**src/rtl/fetch_stall_pkg.sv**
```systemverilog
// Shared constants for the fetch stage: default widths, PC increment and the
// instruction encoding written into IF/ID on a flush.
package fetch_stall_pkg;

  localparam int unsigned DefN     = 64;
  localparam int unsigned DefIw    = 32;
  localparam int unsigned DefPcInc = 4;

  localparam logic [DefIw-1:0] NopInstr = '0;

endpackage

```
**src/rtl/fetch_stall_if.sv**
```systemverilog
// Fetch-stage bundle: hazard/redirect controls and imem data in, IF/ID state out.
// The slave side is the fetch stage itself; master is whoever drives it.
interface fetch_stall_if #(
  parameter int unsigned N  = 64,
  parameter int unsigned IW = 32
);

  logic          PCSrc_F;
  logic [N-1:0]  PCBranch_F;
  logic          Stall_F;
  logic [IW-1:0] instr_F;
  logic [N-1:0]  imem_addr_F;
  logic [N-1:0]  PC_D;
  logic [IW-1:0] instr_D;
  logic          valid_D;

  modport master (
    output PCSrc_F, PCBranch_F, Stall_F, instr_F,
    input  imem_addr_F, PC_D, instr_D, valid_D
  );

  modport slave (
    input  PCSrc_F, PCBranch_F, Stall_F, instr_F,
    output imem_addr_F, PC_D, instr_D, valid_D
  );

endinterface

```
**src/rtl/flopr_en.sv**
```systemverilog
// Enable-gated register with synchronous reset and synchronous clear.
// Priority: reset > clear > enable.
module flopr_en #(
  parameter int unsigned  W       = 1,
  parameter logic [W-1:0] RST_VAL = '0,
  parameter logic [W-1:0] CLR_VAL = '0
) (
  input  logic         clk,
  input  logic         reset,
  input  logic         en,
  input  logic         clr,
  input  logic [W-1:0] d,
  output logic [W-1:0] q
);

  always_ff @(posedge clk) begin
    if (reset) begin
      q <= RST_VAL;
    end else if (clr) begin
      q <= CLR_VAL;
    end else if (en) begin
      q <= d;
    end
  end

endmodule

```
**src/rtl/fetch_stall.sv**
```systemverilog
// Instruction-fetch stage: PC register with redirect/stall control feeding a
// single IF/ID pipeline register that is flushed on redirect.
module fetch_stall
  import fetch_stall_pkg::*;
#(
  parameter int unsigned  N        = DefN,
  parameter logic [N-1:0] RESET_PC = '0,
  parameter int unsigned  PC_INC   = DefPcInc,
  parameter int unsigned  IW       = DefIw
) (
  input logic          clk,
  input logic          reset,
  fetch_stall_if.slave bus
);

  localparam int unsigned IfIdW = N + IW + 1;
  // Flushed IF/ID content: PC_D=0, instr_D=NOP, valid_D=0.
  localparam logic [IfIdW-1:0] IfIdFlush = {{N{1'b0}}, IW'(NopInstr), 1'b0};

  logic [N-1:0]     pc_q;
  logic [N-1:0]     pc_plus;
  logic [N-1:0]     pc_next;
  logic             pc_en;
  logic [IfIdW-1:0] ifid_d;
  logic [IfIdW-1:0] ifid_q;

  // Redirect wins over stall; the adder wraps modulo 2^N silently.
  assign pc_plus = pc_q + N'(PC_INC);
  assign pc_next = bus.PCSrc_F ? bus.PCBranch_F : pc_plus;
  assign pc_en   = bus.PCSrc_F | ~bus.Stall_F;

  flopr_en #(
    .W       (N),
    .RST_VAL (RESET_PC),
    .CLR_VAL ('0)
  ) u_pc_reg (
    .clk   (clk),
    .reset (reset),
    .en    (pc_en),
    .clr   (1'b0),
    .d     (pc_next),
    .q     (pc_q)
  );

  assign ifid_d = {pc_q, bus.instr_F, 1'b1};

  // Clear takes precedence over the stall-gated enable, so stall+redirect flushes.
  flopr_en #(
    .W       (IfIdW),
    .RST_VAL ('0),
    .CLR_VAL (IfIdFlush)
  ) u_ifid_reg (
    .clk   (clk),
    .reset (reset),
    .en    (~bus.Stall_F),
    .clr   (bus.PCSrc_F),
    .d     (ifid_d),
    .q     (ifid_q)
  );

  assign bus.imem_addr_F = pc_q;
  assign bus.PC_D        = ifid_q[IfIdW-1 -: N];
  assign bus.instr_D     = ifid_q[IW:1];
  assign bus.valid_D     = ifid_q[0];

endmodule
```
**src/flat_wrapper.sv**
```systemverilog
// flat-port wrapper written by rule: the top's interface ports become plain ports
module fetch_stall_flat import fetch_stall_pkg::*;
#(
  parameter int unsigned  N        = DefN,
  parameter logic [N-1:0] RESET_PC = '0,
  parameter int unsigned  PC_INC   = DefPcInc,
  parameter int unsigned  IW       = DefIw
)
  (clk, reset, bus_PCSrc_F, bus_PCBranch_F, bus_Stall_F, bus_instr_F, bus_imem_addr_F, bus_PC_D, bus_instr_D, bus_valid_D);
  fetch_stall_if #(.N(N), .IW(IW)) bus_i ();
  input logic clk;
  input logic reset;
  input wire logic [$bits(bus_i.PCSrc_F)-1:0] bus_PCSrc_F;
  input wire logic [$bits(bus_i.PCBranch_F)-1:0] bus_PCBranch_F;
  input wire logic [$bits(bus_i.Stall_F)-1:0] bus_Stall_F;
  input wire logic [$bits(bus_i.instr_F)-1:0] bus_instr_F;
  output wire logic [$bits(bus_i.imem_addr_F)-1:0] bus_imem_addr_F;
  output wire logic [$bits(bus_i.PC_D)-1:0] bus_PC_D;
  output wire logic [$bits(bus_i.instr_D)-1:0] bus_instr_D;
  output wire logic [$bits(bus_i.valid_D)-1:0] bus_valid_D;
  assign bus_i.PCSrc_F = bus_PCSrc_F;
  assign bus_i.PCBranch_F = bus_PCBranch_F;
  assign bus_i.Stall_F = bus_Stall_F;
  assign bus_i.instr_F = bus_instr_F;
  assign bus_imem_addr_F = bus_i.imem_addr_F;
  assign bus_PC_D = bus_i.PC_D;
  assign bus_instr_D = bus_i.instr_D;
  assign bus_valid_D = bus_i.valid_D;
  fetch_stall #(.N(N), .RESET_PC(RESET_PC), .PC_INC(PC_INC), .IW(IW)) u_core (.clk(clk), .reset(reset), .bus(bus_i));
endmodule
```
**config.mk**
```make
export PLATFORM = sky130hd
export DESIGN_NAME = fetch_stall_flat
export DESIGN_NICKNAME = d
export VERILOG_FILES = /design/src/rtl/fetch_stall_pkg.sv /design/src/rtl/fetch_stall_if.sv /design/src/rtl/flopr_en.sv /design/src/rtl/fetch_stall.sv /design/src/flat_wrapper.sv
export SDC_FILE = /design/constraint.sdc
export NUM_CORES = 1
export LEC_CHECK = 0
export ABC_CLOCK_PERIOD_IN_PS = 2100
export CAP_MARGIN = 20
export CORE_MARGIN = 2
export CORE_UTILIZATION = 41
export CTS_CLUSTER_SIZE = 25
export DETAILED_ROUTE_END_ITERATION = 6
export PLACE_DENSITY = 0.87
export SYNTH_ARGS = -nofsm -noshare
export SYNTH_HDL_FRONTEND = slang
export SYNTH_SLANG_ARGS = --single-unit
export TNS_END_PERCENT = 20
```
**constraint.sdc**
```tcl
create_clock -name clk -period 2.1 [get_ports clk]
set_input_delay 0.42 -clock clk [delete_from_list [all_inputs] [get_ports clk]]
set_output_delay 0.42 -clock clk [all_outputs]
set_load 0.01 [all_outputs]
```
# --- Word level (Yosys, flattened, before mapping) ---
# Index checks and enable logic that the tools add are counted.
classes:
  add_sub_neg: 1
  mul: 0
  div_mod_pow: 0
  n_lt_le_gt_ge: 0
  n_eq_ne: 0
  n_shift: 0
  n_mux: 1
  bitwise: 2
  n_reduce_logical: 1
ops:
  columns: ["operator", "n"]
  rows:
  - ["64-bit by 3-bit adder with 64-bit output (second input constant)", 1]
  - ["64-bit 2-to-1 mux", 1]
  - ["2-bit OR reduction", 1]
  - ["1-bit NOT", 1]
  - ["1-bit bitwise OR", 1]
totals:
  reg_bits: 161
  latchBits: 0
  ram_bits: 0
  romBits: 0
  input_bits: 100
  output_inout_bits: 161
  n_memories: 0

# --- Depth between registers and ports, before layout ---
# Gate-level depths: netlist of run 1.
logic_depth:
  word_depth: 2
  mapped_depth: 8
  ltp_nobuf: 6

# --- By module ---
# From an unflattened synthesis of run 1, not the netlist that was laid out.
hier_totals:
  cells_unflattened: 878
  area_unflattened_um2: 7867.5
modules_own_cells:
  columns: ["module", "n_inst", "cells_each", "area_per_inst_um2"]
  rows:
  - ["flopr_en (u_core.u_ifid_reg)", 1, 314, 3444.6]
  - ["flopr_en (u_core.u_pc_reg)", 1, 207, 2348.5]
  - ["fetch_stall", 1, 357, 2074.5]

# --- Worst setup path before layout of run 1 ---
# Ideal clock, no wire load.
synth_timing:
  path_type: "reg-to-reg"
  start: "register u_core.u_pc_reg.q[38]"
  end: "register u_core.u_pc_reg.q[54]"
  setup_ps: 112
  t_arrival_ps: 2035
  required_ps: 1988
  path_slack_ps: -47
  path_stages_with_launch: 8
  period_less_slack_ps: 2147
  path_cell_list: "dfxtp_1 > and4_1 > buf_6 > nand4_2 > or4_1 > buf_2 > or3_1 > a2111oi_1"
synth_via:
  elab_chain_cells: 2
synth_rtl:
  columns: ["item", "line", "text"]
  rows:
  - ["from (decl)", "flopr_en.sv:13", "output logic [W-1:0] q"]
  - ["from (signal assigned)", "flopr_en.sv:18", "q <= RST_VAL;"]
  - ["from (signal assigned)", "flopr_en.sv:20", "q <= CLR_VAL;"]
  - ["from (signal assigned)", "flopr_en.sv:22", "q <= d;"]
  - ["64-bit by 3-bit adder with 64-bit output", "fetch_stall.sv:28", "assign pc_plus = pc_q + N'(PC_INC);"]
  - ["64-bit 2-to-1 mux", "fetch_stall.sv:29", "assign pc_next = bus.PCSrc_F ? bus.PCBranch_F : pc_plus;"]
# Every way passes these cells.
# A chain may end at the register's enable or synchronous reset.

# --- Final worst setup path of run 1 ---
layout_timing:
  start: "register u_core.u_pc_reg.q[2]"
  end: "register u_core.u_pc_reg.q[46]"
# The elaborated chain is that of the path after synthesis.

==> flow_summary.json, run 1 <==
{
  "status": "complete, but fails checks",
  "violations": "setup timing",
  "path_clk_slew_ps": 60,
  "multiInputGateArea_um2": 4010,
  "dieArea_um2": 19100,
  "clock_sinks": 161,
  "drv_cap": 0,
  "synth_ff_type": "dfxtp_1",
  "top_usage_layer": "met2",
  "relSlewSlack_pct": 61.8,
  "crit_path_max_incr_delay_ps": 520,
  "tightest_slew_ps": 573,
  "crit_slowest_cell": "or4_4",
  "placedCellCount": 1332,
  "avgSynthCellArea_um2": 9.11,
  "routedWlPerCell_um": 17.7,
  "worst_slack_ps": -61.2,
  "rr_endpoint": "u_core.u_pc_reg.q[46]$_SDFFE_PP0N_",
  "path_max_fanout": 5,
  "drtPass1Iterations": 5,
  "holdPathEnd": "u_core.u_pc_reg.q[51]$_SDFFE_PP0N_",
  "cts_hold_buf": 0,
  "required_ps": 2370,
  "ant_nets": 0,
  "final_nets": 1225,
  "rows": 49,
  "final.setup_skew_ps": 8.89,
  "synth_cell_types": 54,
  "drc_errors": 0,
  "path_cells": "ha_1 > nand4_1 > or4_4 > nor4_4 > a311oi_1 > a2111oi_1",
  "ys_seq_area_share_pct": 43.6,
  "slew_viol_final": 0,
  "chipHeight_um": 138,
  "h-tree-depth": 4,
  "syn_to_final_growth_pct": 55.9,
  "hold_class": "in -> reg",
  "cts_buffer_depth": 2,
  "arrival_ps": 2430,
  "syn_area_um2": 7390,
  "vias_per_cell": 5.43,
  "hold_depth": 2,
  "numCtsBuffers": 17,
  "finalHoldViolCount": 0,
  "grt_util_all_layers_pct": 24.7,
  "final_cell_mix": "clkdlybuf4s50_1, nor2_1, dfxtp_1, mux2i_1, buf_4",
  "min_period_ps": 2160,
  "grt_use_met3_pct": 5.44,
  "grt_overflow": 0,
  "max_freq_mhz": 463,
  "fp.dieW_um": 138,
  "hp-start": "reset",
  "ios": 261,
  "synth_fp_nets": 912,
  "setup-tns-final_ps": -61.2,
  "pwr_density_cell_nw_per_um2": 655,
  "routed_wl_um": 24200,
  "synth-seq-cells": 161,
  "rsz0062_at_grt": "yes",
  "yosysTopAreaCellShare_pct": 43.6,
  "setup_viol_count_final": 1,
  "core_area_um2": 17800,
  "antenna_found_initial": 0,
  "vias": 7411,
  "use_met2_pct": 40.6,
  "regArea_um2": 3230,
  "start_util_pct": 41.4,
  "design_area_um2": 11500,
  "grtUsageMet1_pct": 31.5,
  "synthTopCellsByArea": "dfxtp_1, mux2i_1, nor2_1",
  "worst_ir_drop_vdd_v": 0.000610,
  "finalCritPeriodShare_pct": 103,
  "synth_edf_count": 0,
  "num_antenna_cells": 0,
  "async_reset_ff_share_pct": 0,
  "synth_cells": 811,
  "gp_congestion": 0.879,
  "cts_tree": "done",
  "first_global_vias": 7227,
  "rr_startpoint": "u_core.u_pc_reg.q[2]$_SDFFE_PP0N_",
  "cts.root.buffer_cell": "clkbuf_16",
  "yosysWarnings": 0,
  "cp-start-kind": "flip-flop",
  "dpl_cell_area_um2": 10800,
  "fillCellCount": 1404,
  "grt_max_degree": 71,
  "fin_cells": 1366,
  "dp_hpwl_um": 17700,
  "rrSetupSlack_ps": -60,
  "critical_path_class": "reg -> reg",
  "rr_worst_depth": 6,
  "p_leak_nw": 4.47,
  "drt_iter0_drc": 453,
  "port_buffers": 260,
  "drive_gt1_share_pct": 15.0,
  "grt_pass1_wl_um": 38400,
  "insertion_delay_ps": 410,
  "layout_commonest_cell": "clkdlybuf4s50_1",
  "synth_largest_area_cell": "dfxtp_1",
  "end_kind": "flip-flop"
}
per-stage QoR:
stage / setup slack, ps / util, % / hold slack [ps] / power [mW]
floorplan: -18.5 / - / 474 / 3.84
global placement: 32.9 / 60.4 / 436 / 4.52
detailed placement: 2.03 / 60.4 / 453 / 4.55
CTS: 3.23 / 63.8 / 326 / 7.60
global route: -64.8 / 64.5 / 354 / 7.82
finish: -61.2 / 64.5 / 382 / 7.55
how the worst max path moves through the flow:
| stage | startpoint | to | slack [ps] | cells past startpoint |
|---|---|---|---|---|
| finish | u_core.u_pc_reg.q[2]$_SDFFE_PP0N_ | u_core.u_pc_reg.q[46]$_SDFFE_PP0N_ | -60 | 6 |
| global placement | u_core.u_pc_reg.q[13]$_SDFFE_PP0N_ | u_core.u_pc_reg.q[54]$_SDFFE_PP0N_ | 30 | 6 |
| CTS | u_core.u_pc_reg.q[13]$_SDFFE_PP0N_ | u_core.u_pc_reg.q[39]$_SDFFE_PP0N_ | 3 | 6 |
| global route | u_core.u_pc_reg.q[3]$_SDFFE_PP0N_ | u_core.u_pc_reg.q[46]$_SDFFE_PP0N_ | -60 | 6 |
| floorplan | u_core.u_pc_reg.q[2]$_SDFFE_PP0N_ | u_core.u_pc_reg.q[60]$_SDFFE_PP0N_ | -20 | 7 |
| detailed placement | u_core.u_pc_reg.q[32]$_SDFFE_PP0N_ | u_core.u_pc_reg.q[39]$_SDFFE_PP0N_ | 2 | 6 |
critical path: cells and delay by family, from the launching register on:
family	cells	cell delay (ps)
fa+ha+maj	1	180
compound gates	2	580
flops	1	330
simple gates	3	930
flip-flops by register name, summed over array words and instances, names as in the netlist:
register,cells
u_core.u_ifid_reg.q,97
u_core.u_pc_reg.q,64
power by group:
part | switching (mW) | internal [mW] | total, mW
Clock | 1.26 | 1.79 | 3.05
Combinational | 0.544 | 0.672 | 1.22
Sequential | 0.101 | 3.18 | 3.29
cells in the mapped netlist (all sizes together), types with 12 or more instances:
master / n
a211oi: 30
a21oi: 12
and3: 13
buf: 22
clkbuf: 39
dfxtp: 161
mux2i: 101
nand2: 41
nand3: 18
nand4: 32
nor2: 162
nor4: 25
xnor2: 28
cell families after synthesis:
family	synth area share (%)
mux	13.7
xor+xnor	4.51
flops	43.6
fa+ha+maj	0.169
buf+inv	3.83
compound gates	8.93
simple gates	25.3
layout make-up:
type / instances / share of cell area, %
clock inverter: 8 / 0.674
timing repair buffer: 355 / 29.3
multi-input combinational: 581 / 34.9
inverter: 8 / 0.261
sequential: 161 / 28.0
tap: 229 / 2.49
clock buffer: 24 / 4.36
routing by layer:
layer  up-vias  share of wire, %
li1       3530                 -
met1      3509                42
met2       317                48
met3        55               7.0
met4         0               3.0
met5         -                 0
what timing repair did:
item | in CTS | in global routing
pin swaps | 0 | 2
endpoints found under the setup margin | 3 | 25
buffers inserted | 0 | 2
cloned | 0 | 0
resized for setup | 3 | 22
Power figures use the tool's default switching activity.
==> inputs of run 2 (changes only) <==
- ABC_CLOCK_PERIOD_IN_PS: 2100 -> not set
==> results of run 2 <==
Final layout, timing and power as in run 1 (identical DEF).
==> patch (settings of run 1) <==
Change the package constant `DefIw` from 32 to 64.
--- a/src/rtl/fetch_stall_pkg.sv
+++ b/src/rtl/fetch_stall_pkg.sv
@@ -3,7 +3,7 @@
 package fetch_stall_pkg;
 
   localparam int unsigned DefN     = 64;
-  localparam int unsigned DefIw    = 32;
+  localparam int unsigned DefIw    = 64;
   localparam int unsigned DefPcInc = 4;
 
   localparam logic [DefIw-1:0] NopInstr = '0;
Ports: changed (resized bus_instr_D and bus_instr_F); port bits go from 261 to 325. No check against the original RTL was run, so the function may have changed too.
==> patch against run 1 <==
  * The flow still finishes with violations (negative setup slack)
  * Count of clock-buffer cells in the layout shrank 7
  * Synthesized area grew 15%
  * Fmax shrank 2.1%
  * Core utilization grew 1.5 points
  * Power grew 15%
  * Routed wire length grew 20%
  * Via count grew 15%
  * Synthesized cell count grew 13%
  * Cell area grew 16%
  * Sequential cell count grew 32
  * Worst setup slack lost 0.046 ns
  * Critical path type unchanged
  * Largest power group unchanged
==> patch: results <==
[run_status]
status = finished, violations left
violations = negative setup slack

[worst_setup_path]
slowest_delay_ns = 0.47
cp.arrival_ns = 2.51
critPathTopFamily = simple AND/OR/NAND/NOR gates
slowest_stage = or4_4
worstPathMaxFanout = 5

[power_and_ir_drop]
leakage_nw = 5.248
peakVddDrop_mv = 0.5259

[detailed_routing]
drt-initial-drc-count = 581
routed_via_density = 5.402
drtPass1Iterations = 5
wl_per_cell_um = 18.41

[place]
dpl_cell_area_um2 = 12560
dp_hpwl_um = 21020
io_buffers = 324
place_congestion = 0.8630

[clock_network]
cts_buffers = 17
cts.htree.levels = 4
clkTransAtPathRegs_ns = 0.08
clockBufferDepth = 2
cts_root_buffer = clkbuf_16
clk_latency_ns = 0.44

[sta]
setup_viol = 3
worst_slack_ns = -0.1068
slew-limit-headroom_pct = 51.26
slew_violations = 0
finClkSkew_ns = 0.006798

[logic_synthesis]
ys_warn_count = 0
synth_seq_area_share_pct = 45.47
synth_common_cells = nor2_1 (194), dfxtp_1 (193), mux2i_1 (133)
ys.flop_type = dfxtp_1
synth.area.top_cells = dfxtp_1 (45%), mux2i_1 (16%), nor2_1 (8.6%)
async_reset_ff_share_pct = 0
synth.distinct_cells = 54
synth_nets = 1048

[hold_path]
hold_class = in -> reg

[finish]
antenna_cells = 0
num-nets-final = 1425
drive_above_1_share_pct = 15.10
nFillCells = 1603
reg.largest.list = u_core.u_ifid_reg.q: 129 flops, u_core.u_pc_reg.q: 64 flops

[grt]
grt_max_degree = 68
grt_pass1_vias = 8479
antenna_found_initial = 1
grt_first_pass_wirelength_um = 44620
grt_usage_pct = 25.64
-- patch: power by group --
| part | internal, mW | switching, mW |
|---|---|---|
| Clock | 1.70 | 1.63 |
| Sequential | 3.81 | 0.113 |
| Combinational | 0.794 | 0.628 |
-- patch: kinds of logic after synthesis --
| family | after synthesis | synth area share [%] |
|---|---|---|
| multiplexers | 133 | 15.67 |
| XOR/XNOR | 38 | 3.916 |
| buffers and inverters | 77 | 3.681 |
| AO/OA/AOI/OAI | 87 | 7.759 |
| flip-flops | 193 | 45.47 |
| adder cells (fa/ha/maj) | 1 | 0.1472 |
| AND/OR/NAND/NOR | 386 | 23.37 |
-- patch: path summary, 6_finish.rpt --
| path | start | to | slack [ns] | cells after the start |
|---|---|---|---|---|
| max | u_core.u_pc_reg.q[3]$_SDFFE_PP0N_ | u_core.u_pc_reg.q[46]$_SDFFE_PP0N_ | -0.11 | 7 |
| min | reset | u_core.u_pc_reg.q[54]$_SDFFE_PP0N_ | 0.32 | 2 |
| min reg2reg | u_core.u_ifid_reg.q[0]$_SDFFE_PP0N_ | u_core.u_ifid_reg.q[0]$_SDFFE_PP0N_ | 0.45 | 2 |
| max reg2reg | u_core.u_pc_reg.q[3]$_SDFFE_PP0N_ | u_core.u_pc_reg.q[46]$_SDFFE_PP0N_ | -0.11 | 7 |
-- patch: cell type report --
cell class	count	area share, %
clock inverters	15	1.250
multi-input cells	645	33.63
repair buffers	427	30.26
well taps	270	2.519
clock buffers	17	3.172
flip-flops and latches	193	28.94
inverters	8	0.2239
-- patch: through the flow --
step / instances / TNS [ns] / setup slack, ns / power [mW] / util, %
floorplan: 915 / -0.02418 / -0.01850 / 4.568 / -
global placement: 1537 / 0 / 0.04867 / 5.355 / 61.89
detailed placement: 1537 / -0.04662 / -0.04614 / 5.387 / 61.89
CTS: 1569 / 0 / 0.01341 / 8.689 / 64.93
global route: 1575 / -1.095 / -0.1529 / 8.977 / 66.07
finish: 1575 / -0.1317 / -0.1068 / 8.679 / 66.07
-- patch: routing by layer --
metal | share of wire [%] | global-route usage [%] | vias to the layer above
li1 | - | - | 3992
met1 | 38 | 29.72 | 4015
met2 | 48 | 43.47 | 424
met3 | 9.9 | 8.981 | 75
met4 | 3.6 | 9.952 | 2
met5 | 0.041 | 0 | -
-- patch: worst reg2reg max path, stage by stage, from the launching register on --
cell	delay, ns
dfxtp_2	0.34
ha_2	0.18
nand4_1	0.12
buf_4	0.17
or4_4	0.47
nor4_4	0.26
a311oi_1	0.14
a2111oi_0	0.39
-- patch: timing repair --
| item | in CTS | in global routing |
|---|---|---|
| pin swaps | 0 | 11 |
| endpoints found under the setup margin | 2 | 28 |
| hold buffers | 0 | 0 |
| cloned | 0 | 0 |
| buffers inserted | 0 | 6 |
| gates resized for setup | 3 | 43 |
